$ cat config.mk
export PLATFORM = sky130hd
export DESIGN_NAME = mouse_tracker
export DESIGN_NICKNAME = d
export VERILOG_FILES = /design/src/rtl/mouse_pkg.sv /design/src/rtl/mouse_axis_clamp.sv /design/src/rtl/mouse_tracker.sv
export SDC_FILE = /design/constraint.sdc
export NUM_CORES = 1
export LEC_CHECK = 0
export CORE_UTILIZATION = 43
export CTS_BUF_LIST = sky130_fd_sc_hd__clkbuf_4
export CTS_CLUSTER_SIZE = 8
export DETAILED_ROUTE_END_ITERATION = 10
export SYNTH_ARGS = -nofsm -noshare
export SYNTH_HDL_FRONTEND = slang
export SYNTH_HIERARCHICAL = 1
export SYNTH_SLANG_ARGS = --single-unit
$ cat constraint.sdc
create_clock -name clk -period 3.6 [get_ports clk]
set_input_delay 0.72 -clock clk [delete_from_list [all_inputs] [get_ports clk]]
set_output_delay 0.72 -clock clk [all_outputs]
set_load 0.05 [all_outputs]
$ cat src/rtl/mouse_pkg.sv
// ============================================================================
// Module   : mouse_pkg
// Brief    : Shared PS/2 mouse packet definitions and screen geometry defaults
// Revision : 1.0 - initial release
// ============================================================================
`default_nettype none

package mouse_pkg;

    typedef enum logic [1:0] {
        WAIT_B0 = 2'd0,
        WAIT_B1 = 2'd1,
        WAIT_B2 = 2'd2,
        UPDATE  = 2'd3
    } mouse_state_t;

    // Byte-0 field positions of a standard PS/2 movement packet
    localparam int c_BIT_L    = 0;
    localparam int c_BIT_R    = 1;
    localparam int c_BIT_M    = 2;
    localparam int c_BIT_SYNC = 3;
    localparam int c_BIT_XS   = 4;
    localparam int c_BIT_YS   = 5;
    localparam int c_BIT_XO   = 6;
    localparam int c_BIT_YO   = 7;

    // Screen geometry, also used by the game controller's board layout
    localparam int c_H_MAX = 640;
    localparam int c_V_MAX = 480;

endpackage

`default_nettype wire

$ cat src/rtl/mouse_axis_clamp.sv
// ============================================================================
// Module   : mouse_axis_clamp
// Brief    : Adds a 9-bit signed delta to an axis position and clamps to screen
// Revision : 1.0 - initial release
// ============================================================================
`default_nettype none

module mouse_axis_clamp #(
    parameter int AXIS_MAX = 640,
    parameter bit NEGATE   = 1'b0
) (
    input  logic [9:0] position,
    input  logic [8:0] delta,
    input  logic       overflow,
    output logic [9:0] clamped
);

    localparam logic signed [10:0] c_TOP = 11'(AXIS_MAX - 1);

    logic signed [10:0] w_delta;
    logic signed [10:0] w_step;
    logic signed [10:0] w_sum;

    // Negation happens in 11 bits so that a delta of -256 becomes +256 cleanly
    always_comb begin
        w_delta = '0;
        if (!overflow) begin
            w_delta = {{2{delta[8]}}, delta};
        end
        w_step  = NEGATE ? -w_delta : w_delta;
        w_sum   = $signed({1'b0, position}) + w_step;
        clamped = w_sum[9:0];
        if (w_sum < 0) begin
            clamped = '0;
        end else if (w_sum > c_TOP) begin
            clamped = c_TOP[9:0];
        end
    end

endmodule

`default_nettype wire

$ cat src/rtl/mouse_tracker.sv
// ============================================================================
// Module   : mouse_tracker
// Brief    : PS/2 byte stream to clamped cursor position and left-click pulse
// Revision : 1.0 - initial release
// ============================================================================
`default_nettype none

module mouse_tracker
    import mouse_pkg::*;
#(
    parameter int H_MAX          = c_H_MAX,
    parameter int V_MAX          = c_V_MAX,
    parameter int X_INIT         = 320,
    parameter int Y_INIT         = 240,
    parameter int TIMEOUT_CYCLES = 50000
) (
    input  logic       clk,
    input  logic       reset,
    input  logic [7:0] rx_data,
    input  logic       rx_valid,
    output logic [9:0] mouseX,
    output logic [9:0] mouseY,
    output logic       mouseBotton,
    output logic       leftHeld,
    output logic       packetError
);

    localparam int                  c_IDLE_W    = $clog2(TIMEOUT_CYCLES + 1);
    localparam logic [c_IDLE_W-1:0] c_IDLE_LAST = c_IDLE_W'(TIMEOUT_CYCLES - 1);

    mouse_state_t        r_state;
    mouse_state_t        w_nextState;
    logic [c_IDLE_W-1:0] r_idle;
    logic                w_syncErr;
    logic                w_timeout;
    logic                w_acceptB0;

    logic       r_left;
    logic       r_xSign;
    logic       r_ySign;
    logic       r_xOvf;
    logic       r_yOvf;
    logic [7:0] r_dxLow;
    logic [7:0] r_dyLow;

    logic [9:0] r_mouseX;
    logic [9:0] r_mouseY;
    logic       r_mouseBotton;
    logic       r_leftHeld;
    logic       r_packetError;
    logic [9:0] w_nextX;
    logic [9:0] w_nextY;

    always_ff @(posedge clk) begin
        if (reset) begin
            r_state <= WAIT_B0;
        end else begin
            r_state <= w_nextState;
        end
    end

    // UPDATE shares the WAIT_B0 byte rules so back-to-back packets lose nothing
    always_comb begin
        w_nextState = r_state;
        w_syncErr   = 1'b0;
        w_timeout   = 1'b0;
        w_acceptB0  = 1'b0;
        case (r_state)
            WAIT_B0, UPDATE: begin
                w_nextState = WAIT_B0;
                if (rx_valid) begin
                    if (rx_data[c_BIT_SYNC]) begin
                        w_acceptB0  = 1'b1;
                        w_nextState = WAIT_B1;
                    end else begin
                        w_syncErr = 1'b1;
                    end
                end
            end
            WAIT_B1, WAIT_B2: begin
                if (rx_valid) begin
                    w_nextState = (r_state == WAIT_B1) ? WAIT_B2 : UPDATE;
                end else if (r_idle == c_IDLE_LAST) begin
                    w_timeout   = 1'b1;
                    w_nextState = WAIT_B0;
                end
            end
            default: w_nextState = WAIT_B0;
        endcase
    end

    mouse_axis_clamp #(
        .AXIS_MAX(H_MAX),
        .NEGATE  (1'b0)
    ) u_clampX (
        .position(r_mouseX),
        .delta   ({r_xSign, r_dxLow}),
        .overflow(r_xOvf),
        .clamped (w_nextX)
    );

    // PS/2 reports +Y as up, screen Y grows downward
    mouse_axis_clamp #(
        .AXIS_MAX(V_MAX),
        .NEGATE  (1'b1)
    ) u_clampY (
        .position(r_mouseY),
        .delta   ({r_ySign, r_dyLow}),
        .overflow(r_yOvf),
        .clamped (w_nextY)
    );

    always_ff @(posedge clk) begin
        if (reset) begin
            r_idle        <= '0;
            r_left        <= 1'b0;
            r_xSign       <= 1'b0;
            r_ySign       <= 1'b0;
            r_xOvf        <= 1'b0;
            r_yOvf        <= 1'b0;
            r_dxLow       <= '0;
            r_dyLow       <= '0;
            r_mouseX      <= 10'(X_INIT);
            r_mouseY      <= 10'(Y_INIT);
            r_mouseBotton <= 1'b0;
            r_leftHeld    <= 1'b0;
            r_packetError <= 1'b0;
        end else begin
            r_packetError <= w_syncErr | w_timeout;
            r_mouseBotton <= 1'b0;

            if ((r_state == WAIT_B1 || r_state == WAIT_B2) && !rx_valid && !w_timeout) begin
                r_idle <= r_idle + 1'b1;
            end else begin
                r_idle <= '0;
            end

            if (w_acceptB0) begin
                r_left  <= rx_data[c_BIT_L];
                r_xSign <= rx_data[c_BIT_XS];
                r_ySign <= rx_data[c_BIT_YS];
                r_xOvf  <= rx_data[c_BIT_XO];
                r_yOvf  <= rx_data[c_BIT_YO];
            end
            if (r_state == WAIT_B1 && rx_valid) begin
                r_dxLow <= rx_data;
            end
            if (r_state == WAIT_B2 && rx_valid) begin
                r_dyLow <= rx_data;
            end

            if (r_state == UPDATE) begin
                r_mouseX      <= w_nextX;
                r_mouseY      <= w_nextY;
                r_leftHeld    <= r_left;
                r_mouseBotton <= r_left & ~r_leftHeld;
            end
        end
    end

    assign mouseX      = r_mouseX;
    assign mouseY      = r_mouseY;
    assign mouseBotton = r_mouseBotton;
    assign leftHeld    = r_leftHeld;
    assign packetError = r_packetError;

endmodule

`default_nettype wire

==> results.ini <==
[global_route]
grt_pass1_vias=2870
grt_max_degree=47
antenna_found_initial=0
grt_remaining_overflow=0
grt.total_usage_pct=18.91
grt_first_pass_wirelength_mm=13.34

[critical_path]
critical_path_arrival_ps=3320
critical_path_required_ps=3900
critPathLaunchType=flop
critPathMaxFanout=10
worstSetupPathType=flop to flop
cp-end-kind=flop

[yosys]
ys_seq_elements=62
synthFlopType=dfxtp_1
syn_nets=470
syn-cell-area_um2=3711
yosysUniqueCellTypes=55
seq_area_frac_synth_pct=33.45
synthArstFlopShare_pct=0
synth_top_area_share_pct=33.45
synth_edf_count=0
synth_area_leaders=dfxtp_1 33%, ha_1 8.8%, mux2i_1 5.4%, a21oi_1 5.1%, xor2_1 4.7%
synth_area_leader_cell=dfxtp_1
yosys_warnings=6
netlist_instances=431
postSynthAreaPerCell_um2=8.610

[timing]
period_needed_ps=3016
rsz0062_at_grt=no
finalSetupViolations=0
fin_tns_setup_ps=0
relSlewSlack_pct=61.09
fmax_mhz=331.6
slew_viol_final=0
tightest_slew_ps=583.7
hold_ws_ps=456.0
clock_skew_ps=13.69
hold_viol=0
finalCritPeriodShare_pct=83.77

[cts]
ctsResizeCount=0
cts.reportedPaths.clkPinSlew_ps=110
cts_hold_buf=0
cts_sinks=62
cts_setup_buffers=0
insertion_delay_ps=400
htree_levels=3
ctsLongestPathBuffers=2
cts_root_buffer=clkbuf_4
tritoncts=yes
cts_made_buffers=9

[routing]
firstDrtPassIters=4
num_vias=3052
via_per_inst=5.364
drt-initial-drc-count=124
drc=0
wirelength_mm=7.828
drtAntennaViolNets=0
wl_per_cell_um=13.76

[floorplanning]
die_x_um=94.90
row_count=33
core_um2=8299
dieArea_um2=9006
initial_core_util_pct=44.72
die_y_um=94.90
ioPinCount=34

[placed_design]
portBuffers=33
hpwl_mm=5.689
gp_congestion=0.7880

[cells_and_area]
layout_commonest_cell=dfxtp_1
final_cell_mix=62 x dfxtp_1, 44 x nor2_1, 38 x a21oi_1, 33 x clkdlybuf4s50_1, 29 x nand2_1
final_nets=498
drive_gt1_share_pct=6.466
n_antenna_cell=0
areaGrowthSynthToFinish_pct=13.52

[run]
cap_violations=0

[outcome]
status=completed

[min_path]
worstHoldPathType=flop to flop

[power_and_ir_drop]
total_power_uw=1344
cellLeakagePower_uw=0.001595
powerDensity_nw_per_um2=319.1
ir_drop_uv=172.1

==> routing by layer <==
| metal | wire, um | GRT usage [%] |
|---|---|---|
| met5 | 0 | 0 |
| met4 | 87 | 7.197 |
| met3 | 209 | 2.899 |
| met2 | 3383 | 29.44 |
| met1 | 4148 | 26.14 |
==> stage by stage <==
step / setup slack (ps) / utilization (%) / instance area (um^2) / cells
2_1_floorplan: 545.5 / - / 3711 / 431
3_3_place_gp: 708.1 / 49.10 / 4075 / 553
3_5_place_dp: 614.7 / 49.10 / 4075 / 553
4_1_cts: 614.4 / 50.76 / 4213 / 569
5_1_grt: 407.2 / 50.76 / 4213 / 569
6_report: 584.2 / 50.76 / 4213 / 569
==> worst paths after layout <==
path | startpoint | endpoint | slack (ps) | cells past startpoint
hold / removal | r_dyLow[0] | r_dyLow[0] | 460 | 2
hold reg to reg | r_dyLow[0] | r_dyLow[0] | 460 | 2
setup / recovery | r_yOvf | mouseY[5] | 580 | 10
setup reg to reg | r_yOvf | mouseY[5] | 580 | 10
==> critical path: stages, from the launching register on <==
cell and delay [ps]:
dfxtp_1 460, nor2b_1 90, ha_1 210, fa_1 390
nand3b_1 190, a21oi_1 230, or3_1 150, nand2_1 60
or4_1 640, and3_1 220, a211o_1 280
==> cells in the mapped netlist (all sizes together) (2+ instances only) <==
| cell | n |
|---|---|
| and3 | 5 |
| a221o | 2 |
| nor2 | 44 |
| o21a | 4 |
| ha | 26 |
| o21bai | 2 |
| clkbuf | 8 |
| a31oi | 9 |
| o21ai | 10 |
| or3 | 4 |
| nor2b | 17 |
| nor3 | 6 |
| or4 | 3 |
| a211o | 6 |
| xnor2 | 9 |
| a21o | 8 |
| nand3b | 3 |
| mux2i | 20 |
| nand2 | 29 |
| nand4 | 8 |
| buf | 11 |
| nand2b | 12 |
| xor2 | 20 |
| and4 | 4 |
| nor4 | 3 |
| a21oi | 40 |
| inv | 11 |
| nand3 | 22 |
| fa | 2 |
| and2 | 4 |
| dfxtp | 62 |
| nor4b | 2 |
==> report_power, final <==
part           internal [uW]  switching (uW)
clock                    217             264
combinational           65.5            94.1
sequential               696            7.77
==> cells by family after synthesis <==
group | count (synthesis) | synth area share [%]
and+or+nand+nor | 169 | 23.94
AOI/OAI and AO/OA | 91 | 15.88
DFF | 62 | 33.45
buffers and inverters | 31 | 4.552
xor gates and xnor gates | 29 | 6.844
adders and majority gates | 28 | 9.845
muxes | 20 | 5.394
other | 1 | 0.1010
==> layout make-up <==
class / instances / area [um^2]
well taps: 105 / 131.4
clock inverters: 6 / 62.56
flip-flops and latches: 62 / 1241
inverters: 11 / 41.29
multi-input cells: 338 / 2301
fillers: 821 / 4086
clock buffers: 10 / 75.07
repair buffers: 37 / 360.3
==> state kept, by name (all words and copies together) (netlist names) <==
register     flops
leftHeld         1
mouseBotton      1
mouseX          10
mouseY          10
packetError      1
r_dxLow          8
r_dyLow          8
r_idle          16
r_left           1
r_state          2
r_xOvf           1
r_xSign          1
r_yOvf           1
r_ySign          1
Note: power is estimated with default switching activity, not from simulation.
